<file path="config.mk">
export PLATFORM = sky130hd
export DESIGN_NAME = if_stage
export DESIGN_NICKNAME = d
export VERILOG_FILES = /design/src/rtl/if_stage.sv
export SDC_FILE = /design/constraint.sdc
export NUM_CORES = 1
export LEC_CHECK = 0
export ABC_AREA = 1
export CORE_UTILIZATION = 53
export DETAILED_ROUTE_END_ITERATION = 8
export PLACE_DENSITY = 0.8
export SLEW_MARGIN = 20
export SYNTH_ARGS = -nofsm -noshare
export SYNTH_HDL_FRONTEND = slang
export SYNTH_SLANG_ARGS = --single-unit
</file>
<file path="constraint.sdc">
create_clock -name clk -period 5.4 [get_ports clk]
set_input_delay 1.08 -clock clk [delete_from_list [all_inputs] [get_ports clk]]
set_output_delay 1.08 -clock clk [all_outputs]
set_load 0.02 [all_outputs]
</file>
<file path="src/rtl/if_stage.sv">
// Instruction fetch stage: PC ownership, single-outstanding imem reads and a
// 2-entry {instr, pc} buffer feeding decode, with redirect flush/drop handling.
module if_stage #(
    parameter int                   WORD_SIZE = 32,
    parameter int                   ADDR_SIZE = 10,
    parameter logic [WORD_SIZE-1:0] RESET_PC  = '0,
    parameter logic [WORD_SIZE-1:0] NOP_INSTR = 32'h0000_0013
) (
    input  logic                 clk,
    input  logic                 rst,
    output logic                 imem_req,
    output logic [ADDR_SIZE-1:0] imem_addr,
    input  logic                 imem_rvalid,
    input  logic [WORD_SIZE-1:0] imem_rdata,
    input  logic                 id_stall,
    input  logic                 redirect,
    input  logic [WORD_SIZE-1:0] redirect_pc,
    output logic [WORD_SIZE-1:0] instr,
    output logic [WORD_SIZE-1:0] instr_pc,
    output logic                 instr_valid
);

    typedef enum logic [1:0] {
        IDLE,
        WAIT,
        DROP
    } state_t;

    state_t               state;
    logic [WORD_SIZE-1:0] fetch_pc;
    logic [WORD_SIZE-1:0] req_pc;
    logic [WORD_SIZE-1:0] buf_instr [2];
    logic [WORD_SIZE-1:0] buf_pc    [2];
    logic                 rd_ptr;
    logic                 wr_ptr;
    logic [1:0]           count;

    logic                 pop;
    logic                 push;
    logic                 issue;
    logic [2:0]           occ_next;
    logic [WORD_SIZE-1:0] redirect_target;

    assign redirect_target = redirect_pc & ~WORD_SIZE'(3);

    // Everything visible is gated by rst so outputs are quiet while reset is held.
    assign instr_valid = rst & (count != 2'd0);
    assign pop         = instr_valid & ~id_stall;
    assign push        = rst & (state == WAIT) & imem_rvalid & ~redirect;
    assign occ_next    = {1'b0, count} + {2'b00, push} - {2'b00, pop};
    assign issue       = rst & ~redirect
                         & ((state == IDLE) | ((state == WAIT) & imem_rvalid))
                         & (occ_next <= 3'd1);

    assign imem_req  = issue;
    assign imem_addr = fetch_pc[ADDR_SIZE+1:2];
    assign instr     = instr_valid ? buf_instr[rd_ptr] : NOP_INSTR;
    assign instr_pc  = instr_valid ? buf_pc[rd_ptr]    : '0;

    always_ff @(posedge clk) begin
        if (!rst) begin
            fetch_pc <= RESET_PC;
            count    <= 2'd0;
            rd_ptr   <= 1'b0;
            wr_ptr   <= 1'b0;
            state    <= IDLE;
        end else if (redirect) begin
            fetch_pc <= redirect_target;
            count    <= 2'd0;
            rd_ptr   <= 1'b0;
            wr_ptr   <= 1'b0;
            // A response still in flight must be swallowed when it lands.
            if (state != IDLE && !imem_rvalid)
                state <= DROP;
            else
                state <= IDLE;
        end else begin
            count <= occ_next[1:0];
            if (push)
                wr_ptr <= ~wr_ptr;
            if (pop)
                rd_ptr <= ~rd_ptr;
            if (issue) begin
                fetch_pc <= fetch_pc + WORD_SIZE'(4);
                state    <= WAIT;
            end else if (state != IDLE && imem_rvalid) begin
                state <= IDLE;
            end
        end
    end

    // With count = 2 a push only happens alongside a pop, so overwriting the
    // slot at wr_ptr (the departing head) is safe.
    always_ff @(posedge clk) begin
        if (issue)
            req_pc <= fetch_pc;
        if (push) begin
            buf_instr[wr_ptr] <= imem_rdata;
            buf_pc[wr_ptr]    <= req_pc;
        end
    end

endmodule

</file>
== Word-level counts from Yosys, hierarchy flattened ==
Memories as Yosys holds them, arrays and structs flattened. A register that Yosys moved wholly into a read port is not among the register bits.
Cells that the tools add are included.

* Flip-flop bits (word level): 70
* Latch bits: 0
* RAM bits: 128
* Memory bits (read-only): 0
* Output and inout bits: 76
* Memories: 2

{| class="wikitable"
|+ Memories
! memory !! depth !! bits a word !! rd ports !! clocked after Yosys merged registers in !! wr ports !! line !! RTL
|-
| buf_instr || 2 || 32 || 1 || 1 || 1 || 32 || <nowiki>logic [WORD_SIZE-1:0] buf_instr [2];</nowiki>
|-
| buf_pc || 2 || 32 || 1 || 1 || 1 || 33 || <nowiki>logic [WORD_SIZE-1:0] buf_pc [2];</nowiki>
|}

* Add/sub/neg operators: 3
* $mul: 0
* Div/mod/pow operators: 0
* Order comparisons: 1
* Eq/ne operators: 1
* Shifts and indexed selects: 0
* Mux-type cells: 14
* Bitwise gates (word level): 15
* Reductions and logical operators: 9

{| class="wikitable"
|+ Operator list
! kind !! number
|-
| 32-bit 2-to-1 mux || 4
|-
| 32-bit by 3-bit adder with 32-bit output, second input constant || 1
|-
| 1-bit bitwise AND || 9
|-
| 2-bit 2-to-1 mux || 4
|-
| 1-bit 2-to-1 mux || 6
|-
| 2-bit nonzero test || 3
|-
| 1-bit inverter || 5
|-
| 2-bit by 1-bit adder with 3-bit output || 1
|-
| 3-bit by 1-bit <= comparator with 1-bit output, second input constant || 1
|-
| 3-bit nonzero test || 1
|-
| 3-bit by 1-bit subtractor with 3-bit output || 1
|-
| 2-bit by 1-bit equality test with 1-bit output, second input constant || 1
|-
| 1-bit logical AND || 2
|-
| 2-bit zero test || 1
|-
| 2-bit OR reduction || 1
|-
| 1-bit zero test || 1
|-
| 1-bit OR || 1
|}

== Logic depth before layout (Yosys ltp) ==
Gate-level depths: netlist of the first run.

* Word-level depth: 10
* Gate-level depth with buffers: 18

== Least setup slack after synthesis of the first run ==
No wires, ideal clock.

* Path type: in2reg
* From: input rst
* To: memory buf_instr[1][0] (enable)
* Arrival: 4190 ps
* Data required time: 4916 ps
* Path slack: 726 ps
* Cell stages on the path: 5
* Path buffers: 1
* Path through: buf_4 nand2_4 nor2_4 nand3_1 nor2_1

* Longest elaborated chain between the ends: 5

{| class="wikitable"
|+ Ends and longest elaborated chain
! element !! line !! RTL
|-
| from (decl) || 10 || <nowiki>input logic rst,</nowiki>
|-
| 1-bit bitwise AND (3 in a row) || 49 || <nowiki>assign push = rst & (state == WAIT) & imem_rvalid & ~redirect;</nowiki>
|-
| 1-bit 2-to-1 mux || 97 || <nowiki>if (push) begin</nowiki>
|-
| 1-bit 2-to-1 mux (implied by the code) || 98 || <nowiki>buf_instr[wr_ptr] <= imem_rdata;</nowiki>
|-
| to (decl) || 32 ||
|}

No other way between the ends.

== Final worst setup path of the first run ==
* From: input rst
* To: output imem_req

* Longest elaborated chain between the ends: 7
* Elaborated cells between the ends (all ways): 11

{| class="wikitable"
|+ Ends and longest elaborated chain
! element !! line !! RTL
|-
| 1-bit bitwise AND (3 in a row) || 49 ||
|-
| 2-bit by 1-bit adder with 3-bit output || 50 || <nowiki>assign occ_next = {1'b0, count} + {2'b00, push} - {2'b00, pop};</nowiki>
|-
| 3-bit by 1-bit subtractor with 3-bit output (*) || 50 ||
|-
| net occ_next[1] || 41 || <nowiki>logic [2:0] occ_next;</nowiki>
|-
| 3-bit by 1-bit <= comparator with 1-bit output (*) || 53 || <nowiki>& (occ_next <= 3'd1);</nowiki>
|-
| 1-bit bitwise AND (*) || 53 ||
|-
| to (decl) || 11 || <nowiki>output logic imem_req,</nowiki>
|}

Mark *: on every way through the listed nets, which the timed path passes. The rest lies on a longest branch.

==> impl_results.md, run 1 <==
* Status: completed
* Largest family of logic cells by synthesized area: simple AND/OR/NAND/NOR gates
* PD cells at between 200 and 300 nW/um^2
* Peak supply drop at 231.2 uV
* DRT Pass-1 Iters at 5
* CP delay by family, top: buffers and inverters
* Synth Area in XOR/XNOR at 0.7287%
* Clock transition at path regs at 60 ps
* Most frequent cells in the layout: nand2_1 (205), edfxtp_1 (154), clkdlybuf4s50_1 (140)
* Ys Warns at 0
* Number of flops mapped to enable cells by yosys at between 150 and 200
* Skew final at around 11 ps
* CTS sink count at between 150 and 200
* Post-synthesis mux area share at ~8%
* Post-CTS Repair Setup Buffers at 0
* Initial antenna violation count at 0
* Worst Setup End Kind: output pin
* CTS tree: yes
* Hold-fix buffers, CTS at 0
* Critical-path cell list: clkdlybuf4s50_1, nand2_4, nor2_4, nand3_1, ha_1, inv_1, ha_1, fa_1, nor2_1, nand3_4, inv_2, clkdlybuf4s50_1
* Wire per inst at 14.56 um
* DR iter-0 viols at about 400
* Syn Inst Count at 793
* Design Area, Final at 10630 sq um
* Register area share after synthesis at 63.77%
* Max transition margin at slightly below 40%
* Max Slew Vio Count at 0
* Synth Area in Adders at 0.6841%
* Mean post-synth cell area at ~11 sq um
* Die width at ~130 um
* R2r setup slk at 2090 ps
* Worst slew pin tran at 921.5 ps
* Starting Density at 54.73%
* DIE HEIGHT at about 130 um
* Ports at 145
* Post-synth ARST share at 0%
* Detail Placement HPWL at between 10000 and 15000 um
* Vias per inst at 4.999
* Post-synthesis simple-gate area fraction at between 10% and 20%
* Clk buf depth at 2
* Diodes inserted at 0
* Fin crit share at 96.23%
* Minimum clock period at 5196 ps
* Worst skew pair latency at 430 ps
* CP bufs+invs at 4
* Via count at 5769
* Post-cts repair resize count at 0
* Crit path max fanout at 7
* Commonest non-fill, non-tap cell in the layout: nand2_1
* Core area at between 15000 and 20000 sq um
* Tot GR Track Use at 21.28%
* Layout area overhead at 26.38%
* Final ANT Viol Nets at 0
* RSZ-0062 raised after global routing: false
* Synthesis-stage register bit count at 191
* Pin count of the biggest net entering global routing at 56
* Ys flop type: edfxtp_1
* Pleak at 4.246 nW
* Syn Std Cell Area at 8413 sq um
* Slowest cell on the critical path: clkdlybuf4s50_1
* CP max stage delay at 610 ps
* Grt total ovfl at 0
* Setup TNS at 0 ps
* Final number of hold-violating endpoints at 0
* Setup violators final at 0
* Min Hold Slack at 441.5 ps
* Setup Crit Path Kind: input port to output pin
* Cell row count at 45
* Area after DPL at 10010 sq um
* WL final at 16810 um
* First-pass GRT wire length at 26470 um
* Max cap viols at 0
* Placer Congestion at 0.8862
* Port Buf Inserts at 140
* Share of cells above drive strength 1 at 12.20%
* Fin nets at 1003
* Total CTS buffers at 17
* Data arrival, critical path at between 4000 and 5000 ps
* Netlist cell types at 33
* DRC errors left at 0
* Post-synthesis compound-gate area fraction at 3.376%
* Vias in the first global route at 5379
* Maximum clock rate at ~0.19 GHz
* Critical Path Start Type: input port
* Clock H-tree levels at 4
* Min-Delay Path Class: flip-flop to flip-flop
* Die ar. at 16380 sq um
* Clock root buffer: clkbuf_16
* WP data required at 4320 ps
[flip-flops by register name, indices dropped and copies added (netlist names), named ones only]
name / cells
buf_instr: 64
fetch_pc: 30
wr_ptr: 1
buf_pc: 60
rd_ptr: 1
req_pc: 30
state: 2
count: 2
[through the flow]
step,total power [mW],utilization (%),std cells,worst slack [ps]
CTS,3.157,69.17,1154,194.0
global placement,1.858,65.11,1122,341.2
floorplan,1.774,-,794,726.3
global route,3.236,69.17,1154,71.72
detailed placement,1.865,65.11,1122,259.4
finish,3.140,69.17,1154,203.6
[per-layer routing]
metal  part of all wire, %  GRT usage (%)
met5                     0              0
met4                   1.6          8.235
met3                   6.1          4.257
met2                    49          36.35
met1                    43          26.73
[Yosys cell counts, types with 2 or more instances]
cell	instances	area, sq um
ha_1	3	37.54
edfxtp_1	154	4624
nand3_1	50	250.2
buf_4	15	112.6
a31oi_1	3	18.77
clkbuf_1	12	45.04
inv_1	124	465.5
mux2_2	59	664.4
o211ai_1	5	37.54
and2_1	2	12.51
o21ai_1	8	40.04
xnor2_1	5	43.79
nand2_2	2	12.51
nor2_2	3	18.77
a21oi_1	25	125.1
inv_2	5	18.77
xor2_1	2	17.52
dfxtp_1	37	740.7
nor2_1	47	176.4
nand2_1	205	769.5
o21ai_0	8	40.04
buf_1	2	7.510
buf_2	7	35.03
[cells by family (layout without fill, tap and decap cells)]
| logic type | after synthesis | after routing |
|---|---|---|
| AO/OA/AOI/OAI | 52 | 52 |
| flip-flops | 191 | 191 |
| XOR/XNOR | 7 | 7 |
| multiplexers | 59 | 59 |
| buffers and inverters | 165 | 314 |
| adder cells (fa/ha/maj) | 4 | 4 |
| AND/OR/NAND/NOR | 314 | 314 |
| other | 1 | 2 |
[power breakdown]
group          internal [mW]  leakage, nW  switching, mW
sequential              1.63         1.71         0.0322
combinational         0.0868         2.23         0.0898
clock                  0.810        0.300          0.495
total                   2.52         4.25          0.617
[worst reg2reg max path: stages, from the launching register on]
cell	delay (ps)
dfxtp_1	330
o21ai_0	270
nor2_1	140
ha_1	310
inv_1	40
ha_1	180
fa_1	460
nor2_1	230
nand3_4	110
buf_4	230
nand2_1	380
inv_1	250
nand2_1	100
nand2_1	50
nand2_1	50
o21ai_1	60
[final timing paths]
kind | cells after the start | end | start
setup reg to reg | 15 | fetch_pc[11] | count[1]
setup / recovery | 12 | imem_req | rst
hold / removal | 0 | buf_pc[0][27] | req_pc[27]
hold reg to reg | 0 | buf_pc[0][27] | req_pc[27]
[layout make-up]
class / instances / area [sq um]
clock buffers: 17 / 425.4
fillers: 1152 / 4738
flip-flops and latches: 191 / 5366
clock inverters: 15 / 198.9
multi-input cells: 438 / 2382
repair buffers: 153 / 1511
inverters: 129 / 484.2
well taps: 211 / 264.0
(Power assumes the default switching activity.)
==> inputs of run 2 (changes only) <==
Settings changed: GPL_TIMING_DRIVEN from default to 0.
==> impl_results.md, run 2 (synthesized netlist as in run 1, its figures left out) <==
* Area after DPL at 10220 sq um (+2.1%)
* Total CTS buffers at 17 (unchanged)
* Slowest cell on the critical path: clkdlybuf4s50_1
* DIE HEIGHT at 128.0 um (unchanged)
* Power Internal at 2.443 mW (-3.2%)
* Vias in the first global route at 5683 (+5.7%)
* Pin count of the biggest net entering global routing at 26 (-54%)
* Final number of hold-violating endpoints at 0 (unchanged)
* Design Area, Final at 10860 sq um (+2.1%)
* Clk buf depth at 2 (unchanged)
* Max reg flops at 64 (unchanged)
* Initial antenna violation count at 0 (unchanged)
* Commonest non-fill, non-tap cell in the layout: nand2_1
* NetSw at 641.9 uW (+4.0%)
* DRT Pass-1 Iters at 5 (unchanged)
* R2r setup slk at 2390 ps (+300 ps)
* Min-Delay Path Class: flip-flop to flip-flop
* Fin nets at 1031 (+2.8%)
* Ports at 145 (unchanged)
* Skew final at 5.424 ps (-5.766 ps)
* WL final at 17830 um (+6.1%)
* Share of cells above drive strength 1 at 13.70% (+1.5 points)
* Max transition margin at 54.00% (+15 points)
* Starting Density at 54.73% (unchanged)
* Minimum clock period at 5227 ps (+30.34 ps)
* DR iter-0 viols at 453 (+15%)
* Vias per inst at 4.953 (-0.93%)
* Post-CTS Repair Setup Buffers at 0 (unchanged)
* Critical Path Start Type: input port
* Setup violators final at 0 (unchanged)
* Grt total ovfl at 0 (unchanged)
* Clock share of power at 39.9% (-1.7 points)
* Wire per inst at 15.08 um (+3.5%)
* CP max stage delay at 490 ps (-120 ps)
* Most frequent cells in the layout: nand2_1 (205), edfxtp_1 (154), clkdlybuf4s50_1 (138)
* Placer Congestion at 0.9099 (+2.7%)
* Layout area overhead at 29.03%
* Core area at 15370 sq um (unchanged)
* Die ar. at 16380 sq um (unchanged)
* Pleak at 4.363 nW (+2.8%)
* Peak supply drop at 228.7 uV (-1.1%)
* Status: completed
* DRC errors left at 0 (unchanged)
* Max Slew Vio Count at 0 (unchanged)
* Data arrival, critical path at 4150 ps (+30 ps)
* Clock root buffer: clkbuf_16
* Final ANT Viol Nets at 0 (unchanged)
* Setup Crit Path Kind: input port to output pin
* PD cells at 284.2 nW/um^2 (-3.8%)
* Net Sw Frac at 20.81% (+1.2 points)
* Flop pwr share at 53.8% (+1.0 points)
* Hold-fix buffers, CTS at 0 (unchanged)
* Crit path max fanout at 20 (+13)
* Tot GR Track Use at 22.66% (+1.4 points)
* Clock H-tree levels at 4 (unchanged)
* Top Registers: buf_instr x64, buf_pc x60
* Port Buf Inserts at 139 (-0.71%)
* CTS tree: yes
* Via count at 5854 (+1.5%)
* WP data required at 4320 ps (about the same)
* Gate power share at 6.4% (+0.8 points)
* Filler cells at 1086 (-5.7%)
* Worst skew pair latency at 430 ps (about the same)
* Critical-path cell list: clkdlybuf4s50_1, inv_4, nand2_4, nor2_4, nand3_2, ha_1, inv_1, ha_1, fa_1, nand2_1, inv_1, nor2_1, nand3_4, inv_4, buf_12, clkbuf_2
* Die width at 128.0 um (unchanged)
* Final Power at 3.085 mW (-1.8%)
* First-pass GRT wire length at 27830 um (+5.2%)
* Worst slew pin tran at 688.3 ps (-233.2 ps)
* Max cap viols at 0 (unchanged)
* Maximum clock rate at 0.1913 GHz (-0.58%)
* Detail Placement HPWL at 12510 um (+11%)
* CTS sink count at 191 (unchanged)
* Diodes inserted at 0 (unchanged)
* Most flop-heavy register: buf_instr
* Cell row count at 45 (unchanged)
* Worst Setup End Kind: output pin
* RSZ-0062 raised after global routing: false
* Fin crit share at 96.79% (+0.56 points)
* Clock transition at path regs at 60 ps (about the same)
==> run 2: layout make-up <==
class	instances	area (sq um)	area share, %
sequential	191	5365	49.42
inverter	129	489.2	4.507
clock inverter	10	111.4	1.026
tap	211	264.0	2.432
multi-input combinational	438	2390	22.01
buffer	36	212.7	1.959
clock buffer	22	474.2	4.368
timing repair buffer	145	1549	14.27
==> run 2: power groups by stage <==
stage	Sequential, mW	Combinational (mW)	Clock [mW]
floorplan	1.68	0.0962	0
global placement	1.69	0.180	0
detailed placement	1.69	0.187	0
CTS	1.66	0.195	1.24
global route	1.66	0.212	1.31
finish	1.66	0.196	1.23
==> run 2: critical path: cells and delay by family <==
family                   cells  cell delay, ps
adder cells (fa/ha/maj)      3             890
buffers and inverters        7            1280
AND/OR/NAND/NOR              6             870
==> run 2: path summary, 6_finish.rpt <==
| path | startpoint | end | cells past startpoint |
|---|---|---|---|
| max | redirect | imem_req | 16 |
| min | req_pc[12] | buf_pc[1][12] | 0 |
| max reg2reg | count[1] | req_pc[3] | 12 |
| min reg2reg | req_pc[12] | buf_pc[1][12] | 0 |
==> run 2: per-stage QoR <==
stage / setup slack [ps] / TNS [ps] / cells / hold slack [ps] / utilization [%]
final: 173.3 / 0 / 1182 / 445.0 / 70.62
after global routing: 19.03 / 0 / 1182 / 449.0 / 70.62
after CTS: 0.9521 / 0 / 1182 / 445.0 / 70.61
after detailed placement: -810.4 / -810.4 / 1149 / 430.4 / 66.47
after global placement: -1331 / -165580 / 1144 / 422.1 / 65.53
after floorplan: 726.3 / 0 / 794 / 421.5 / -
==> run 2: what timing repair did <==
action / 4_1_cts / 5_1_grt
resized for setup: 6 / 4
cloned: 1 / 0
setup endpoints to repair: 1 / 1
==> run 2: metal layers <==
| metal | track usage [%] | wire [um] |
|---|---|---|
| met1 | 26.40 | 7195 |
| met2 | 39.74 | 8970 |
| met3 | 5.593 | 1380 |
| met4 | 9.896 | 279 |
| met5 | 0 | 0 |
